===== src/rtl/soc_pif_bridge.sv =====
// soc_pif_bridge: fans one 32-bit I/O master bus out to NUM_PERIPH peripherals.
// One transaction at a time. Peripherals may insert wait states via their ack.
// Unmapped selects and timeouts complete with an error response.
module soc_pif_bridge #(
   parameter int unsigned NUM_PERIPH = 8,
   parameter int unsigned ADDR_W     = 8,
   parameter int unsigned SEL_W      = 4,
   parameter int unsigned TIMEOUT    = 16
) (
   input  logic                         clk_i,
   input  logic                         rst_i,
   input  logic [31:0]                  io_addr_i,
   input  logic [31:0]                  io_data_i,
   input  logic [3:0]                   io_wr_i,
   input  logic                         io_rd_i,
   output logic [31:0]                  io_data_o,
   output logic                         io_ack_o,
   output logic                         io_err_o,
   output logic                         io_busy_o,
   output logic [NUM_PERIPH*ADDR_W-1:0] periph_addr_o,
   output logic [NUM_PERIPH*32-1:0]     periph_data_o,
   output logic [NUM_PERIPH*4-1:0]      periph_wr_o,
   output logic [NUM_PERIPH-1:0]        periph_rd_o,
   input  logic [NUM_PERIPH*32-1:0]     periph_data_i,
   input  logic [NUM_PERIPH-1:0]        periph_ack_i
);

   localparam int unsigned CNT_W = (TIMEOUT > 1) ? $clog2(TIMEOUT) : 1;
   localparam int unsigned PA_W  = NUM_PERIPH * ADDR_W;
   localparam int unsigned PD_W  = NUM_PERIPH * 32;
   localparam int unsigned PW_W  = NUM_PERIPH * 4;

   typedef enum logic {S_IDLE = 1'b0, S_ACCESS = 1'b1} state_t;

   state_t             r_state;
   state_t             w_state_nxt;
   logic [SEL_W-1:0]   r_sel;
   logic [SEL_W-1:0]   w_sel_nxt;
   logic [CNT_W-1:0]   r_cnt;
   logic [CNT_W-1:0]   w_cnt_nxt;
   logic [PA_W-1:0]    r_paddr;
   logic [PA_W-1:0]    w_paddr_nxt;
   logic [PD_W-1:0]    r_pdata;
   logic [PD_W-1:0]    w_pdata_nxt;
   logic [PW_W-1:0]    r_pwr;
   logic [PW_W-1:0]    w_pwr_nxt;
   logic [NUM_PERIPH-1:0] r_prd;
   logic [NUM_PERIPH-1:0] w_prd_nxt;
   logic [31:0]        r_data;
   logic [31:0]        w_data_nxt;
   logic               r_ack;
   logic               w_ack_nxt;
   logic               r_err;
   logic               w_err_nxt;

   logic [SEL_W-1:0]   w_sel;
   logic               w_req;
   logic               w_mapped;
   logic               w_ack;
   logic [31:0]        w_rdata;
   logic               w_tmo;

   assign w_sel    = io_addr_i[ADDR_W+SEL_W-1:ADDR_W];
   assign w_req    = io_rd_i | (|io_wr_i);
   assign w_mapped = ({1'b0, w_sel} < (SEL_W+1)'(NUM_PERIPH));
   assign w_tmo    = (TIMEOUT != 0) && (r_cnt == CNT_W'(TIMEOUT - 1));

   // Pick ack and read data of the latched peripheral; other acks are ignored.
   always_comb begin
      w_ack   = 1'b0;
      w_rdata = '0;
      for (int i = 0; i < int'(NUM_PERIPH); i++) begin
         if (r_sel == SEL_W'(i)) begin
            w_ack   = periph_ack_i[i];
            w_rdata = periph_data_i[i*32 +: 32];
         end
      end
   end

   // State register.
   always_ff @(posedge clk_i or posedge rst_i) begin
      if (rst_i) r_state <= S_IDLE;
      else       r_state <= w_state_nxt;
   end

   // Next-state logic: only mapped requests enter ACCESS.
   always_comb begin
      w_state_nxt = r_state;
      case (r_state)
         S_IDLE:   if (w_req && w_mapped) w_state_nxt = S_ACCESS;
         S_ACCESS: if (w_ack || w_tmo)    w_state_nxt = S_IDLE;
         default:  w_state_nxt = S_IDLE;
      endcase
   end

   // Output logic: next values of strobes, response and timeout counter.
   always_comb begin
      w_sel_nxt   = r_sel;
      w_cnt_nxt   = '0;
      w_paddr_nxt = '0;
      w_pdata_nxt = '0;
      w_pwr_nxt   = '0;
      w_prd_nxt   = '0;
      w_data_nxt  = r_data;
      w_ack_nxt   = 1'b0;
      w_err_nxt   = 1'b0;
      case (r_state)
         S_IDLE: begin
            if (w_req && w_mapped) begin
               w_sel_nxt = w_sel;
               for (int i = 0; i < int'(NUM_PERIPH); i++) begin
                  if (w_sel == SEL_W'(i)) begin
                     w_paddr_nxt[i*ADDR_W +: ADDR_W] = io_addr_i[ADDR_W-1:0];
                     w_pdata_nxt[i*32 +: 32]         = io_data_i;
                     w_pwr_nxt[i*4 +: 4]             = io_wr_i;
                     w_prd_nxt[i]                    = io_rd_i;
                  end
               end
            end else if (w_req) begin
               w_ack_nxt  = 1'b1;
               w_err_nxt  = 1'b1;
               w_data_nxt = '0;
            end
         end
         S_ACCESS: begin
            if (w_ack) begin
               w_ack_nxt  = 1'b1;
               w_data_nxt = w_rdata;
            end else if (w_tmo) begin
               w_ack_nxt  = 1'b1;
               w_err_nxt  = 1'b1;
               w_data_nxt = '0;
            end else begin
               w_cnt_nxt   = r_cnt + CNT_W'(1);
               w_paddr_nxt = r_paddr;
               w_pdata_nxt = r_pdata;
               w_pwr_nxt   = r_pwr;
               w_prd_nxt   = r_prd;
            end
         end
         default: ;
      endcase
   end

   // Datapath registers; async reset drops strobes immediately.
   always_ff @(posedge clk_i or posedge rst_i) begin
      if (rst_i) begin
         r_sel   <= '0;
         r_cnt   <= '0;
         r_paddr <= '0;
         r_pdata <= '0;
         r_pwr   <= '0;
         r_prd   <= '0;
         r_data  <= '0;
         r_ack   <= 1'b0;
         r_err   <= 1'b0;
      end else begin
         r_sel   <= w_sel_nxt;
         r_cnt   <= w_cnt_nxt;
         r_paddr <= w_paddr_nxt;
         r_pdata <= w_pdata_nxt;
         r_pwr   <= w_pwr_nxt;
         r_prd   <= w_prd_nxt;
         r_data  <= w_data_nxt;
         r_ack   <= w_ack_nxt;
         r_err   <= w_err_nxt;
      end
   end

   assign io_data_o     = r_data;
   assign io_ack_o      = r_ack;
   assign io_err_o      = r_err;
   assign io_busy_o     = (r_state == S_ACCESS);
   assign periph_addr_o = r_paddr;
   assign periph_data_o = r_pdata;
   assign periph_wr_o   = r_pwr;
   assign periph_rd_o   = r_prd;

endmodule

===== config.mk =====
export PLATFORM = sky130hd
export DESIGN_NAME = soc_pif_bridge
export DESIGN_NICKNAME = d
export VERILOG_FILES = /design/src/rtl/soc_pif_bridge.sv
export SDC_FILE = /design/constraint.sdc
export NUM_CORES = 1
export LEC_CHECK = 0
export CAP_MARGIN = 10
export CORE_AREA = 2 2 282 284
export DETAILED_ROUTE_END_ITERATION = 12
export DIE_AREA = 0 0 284 286
export DONT_BUFFER_PORTS = 1
export PLACE_DENSITY_LB_ADDON = 0.15
export REMOVE_ABC_BUFFERS = 1
export SKIP_CTS_REPAIR_TIMING = 1
export SLEW_MARGIN = 20
export SYNTH_ARGS = -nofsm -noshare
export SYNTH_HDL_FRONTEND = slang
export SYNTH_SLANG_ARGS = --single-unit

===== constraint.sdc =====
create_clock -name clk_i -period 13.5 [get_ports clk_i]
set_clock_uncertainty 0.2 [all_clocks]
set_input_delay 0 -clock clk_i [delete_from_list [all_inputs] [get_ports clk_i]]
set_output_delay 0 -clock clk_i [all_outputs]
set_load 0.1 [all_outputs]

==> flow_summary.json <==
{
  "crit_required_ns": 13.82,
  "hold_depth": 5,
  "violations": "hold timing",
  "slowest_stage": "o21a_4",
  "area_growth_pct": 23.2,
  "setup_tns_ns": 0,
  "cts_root_buf": "clkbuf_16",
  "initial_core_util_pct": 21.7,
  "ctsLongestPathBuffers": 3,
  "ant_nets": 0,
  "hold_path_class": "in2reg",
  "setup_viol": 0,
  "synth.most_common_cell": "dfrtp_1",
  "dr.pass1.iters": 5,
  "reg2reg_slack_ns": 7.55,
  "min_to": "io_busy_o$_DFF_PP0_",
  "critPathMaxFanout": 215,
  "crit_top_cell": "buf_4",
  "endpoint_kind": "flip-flop",
  "powerDensity_nw_per_um2": 229,
  "grt_max_degree": 216,
  "ys.warnings.count": 0,
  "power.leakage_nw": 9.29,
  "ctsHtreeMaxLevel": 2,
  "ir_drop_mv": 0.248,
  "design_area_um2": 20900,
  "netlist_instances": 1291,
  "drive_gt1_share_pct": 10.5,
  "met3_usage_pct": 5.06,
  "hold_viol": 3,
  "wirelength_mm": 67.0,
  "gr-total-overflow": 0,
  "drc": 0,
  "ioPinCount": 730,
  "yosysSeqAreaShare_pct": 59.4,
  "fmax_mhz": 168,
  "report.final.slew_viol_count": 0,
  "hold_start": "periph_ack_i[4]",
  "rsz0062_at_grt": "no",
  "rows": 103,
  "max_slew_margin_pct": 16.4,
  "critPathArrivalTime_ns": 6.27,
  "viasPerCell": 4.94,
  "crit_type": "reg2reg",
  "cpPeakStageDelay_ns": 0.82,
  "cts_tree": "done",
  "yosys_most_used_dff": "dfrtp_1",
  "die_h_um": 286,
  "die_w_um": 284,
  "placedCellCount": 2205,
  "core_area_um2": 78400,
  "busiest_layer": "met2",
  "use_met2_pct": 27.1,
  "grt_pass1_vias": 11899,
  "worstMarginPinSlew_ns": 1.25,
  "startpoint_type": "flip-flop",
  "grtUsageTotal_pct": 15.4,
  "antenna_found_initial": 14,
  "synth_area_leaders": "dfrtp_1, a22o_1, mux4_2, mux2i_1, buf_6",
  "reg2reg_to": "periph_data_o[146]$_DFFE_PP0P_",
  "synth_edf_count": 0,
  "synth_commonest_cells": "dfrtp_1, a22o_1, a21oi_1",
  "clock_sinks": 403,
  "period_share_pct": 44.1,
  "fin_nets": 1695,
  "fin_crit_ns": 5.95,
  "path_buf_inv": 4,
  "yosysTopAreaCell": "dfrtp_1",
  "port_buffers": 0,
  "status": "complete, but fails checks",
  "synth_area_um2": 17000,
  "clk_pin_slew_ns": 0.06,
  "syn_area_per_cell_um2": 13.2,
  "synth_cell_types": 44,
  "gp_congestion": 0.953,
  "r2r_cells": 8,
  "power.total_mw": 4.79,
  "dr_total_vias": 12149,
  "routedWlPerCell_um": 27.2,
  "r2r-start": "r_sel[0]$_DFFE_PP0P_",
  "cp_num_cells": 8,
  "synth-async-reset-ratio_pct": 100,
  "drv_cap": 0,
  "die_area_um2": 81200,
  "fill_cells": 8237,
  "ys_ff_latch": 403,
  "placed_area_um2": 17700,
  "grt_pass1_wl_mm": 92.5,
  "fin_cells": 2461,
  "drt_iter0_drc": 726,
  "clk_latency_ns": 0.57,
  "dp_hpwl_mm": 42.8,
  "numCtsBuffers": 47,
  "timing.hold.ws_ns": -0.0529,
  "netlist.area_leader.share_pct": 59.4,
  "path_cells": "buf_4, a21oi_1, a31oi_1, o21a_4, buf_4, buf_12, a22o_1, dlygate4sd3_1",
  "critical_path.top_delay_family": "buffers and inverters",
  "use_met1_pct": 17.4
}
[through the flow]
step / util, % / worst slack, ns
final: 26.7 / 7.55
after global routing: 26.7 / 7.18
after CTS: 24.7 / 8.15
after detailed placement: 22.6 / 8.18
after global placement: 22.6 / 8.20
after floorplan: - / 2.09
[per-layer routing]
layer | wire length (um) | up-vias
li1 | - | 5101
met3 | 5340 | 119
met5 | 41 | -
met4 | 2320 | 6
met2 | 34300 | 584
met1 | 25000 | 6339
[worst register-to-register path, delay by kind of cell (launching register included)]
kind	cells	cell delay, ns
buf+inv	4	2.59
compound gates	4	2.32
flops	1	0.80
[where the power goes]
part / switching (mW) / internal, mW / total, mW
Combinational: 0.775 / 0.543 / 1.32
Sequential: 0.841 / 1.30 / 2.14
Clock: 0.533 / 0.806 / 1.34
[sequential cells by signal (all words and copies together), names as in the netlist]
register / count
io_ack_o: 1
io_busy_o: 1
io_data_o: 32
io_err_o: 1
periph_addr_o: 64
periph_data_o: 256
periph_rd_o: 8
periph_wr_o: 32
r_cnt: 4
r_sel: 4
[cell type report]
type / count / area, um^2 / area share, %
Sequential cell: 403 / 10100 / 48.2
Tap cell: 1050 / 1310 / 6.28
Clock buffer: 70 / 1380 / 6.61
Inverter: 36 / 143 / 0.682
Timing Repair Buffer: 179 / 1760 / 8.42
Clock inverter: 16 / 250 / 1.20
Antenna cell: 15 / 37.5 / 0.179
Multi-Input combinational cell: 692 / 5940 / 28.4
[how the worst max path moves through the flow]
stage | from | end | slack, ns
after floorplan | rst_i | io_ack_o$_DFF_PP0_ | 2.09
after global placement | r_sel[0]$_DFFE_PP0P_ | periph_data_o[63]$_DFFE_PP0P_ | 8.20
after detailed placement | r_sel[0]$_DFFE_PP0P_ | periph_data_o[242]$_DFFE_PP0P_ | 8.18
after CTS | r_sel[0]$_DFFE_PP0P_ | periph_data_o[182]$_DFFE_PP0P_ | 8.15
after global routing | r_sel[0]$_DFFE_PP0P_ | periph_data_o[146]$_DFFE_PP0P_ | 7.18
final | r_sel[0]$_DFFE_PP0P_ | periph_data_o[146]$_DFFE_PP0P_ | 7.55
[cell usage in the layout (no fill, tap or decap), drive strengths merged, types with 19 or more instances in the layout]
master | Yosys | layout
dfrtp | 403 | 403
a22o | 360 | 360
dlygate4sd3 | 0 | 154
clkbuf | 39 | 70
a21oi | 50 | 50
mux2i | 40 | 40
nor2 | 40 | 40
inv | 36 | 37
mux4 | 31 | 31
buf | 121 | 25
nand2 | 20 | 20
o22ai | 19 | 19
o32ai | 19 | 19
[logic make-up (layout without fill, tap and decap cells)]
group	Yosys count	count (layout)	synth area share (%)
AOI/OAI and AO/OA	521	521	25.0
xor gates and xnor gates	2	2	0.103
adders and majority gates	1	1	0.0736
buffers and inverters	196	301	5.96
DFF	403	403	59.4
muxes	71	71	6.47
other	0	15	0
and+or+nand+nor	97	97	2.98
No activity file was read; power rests on OpenSTA's default activity.
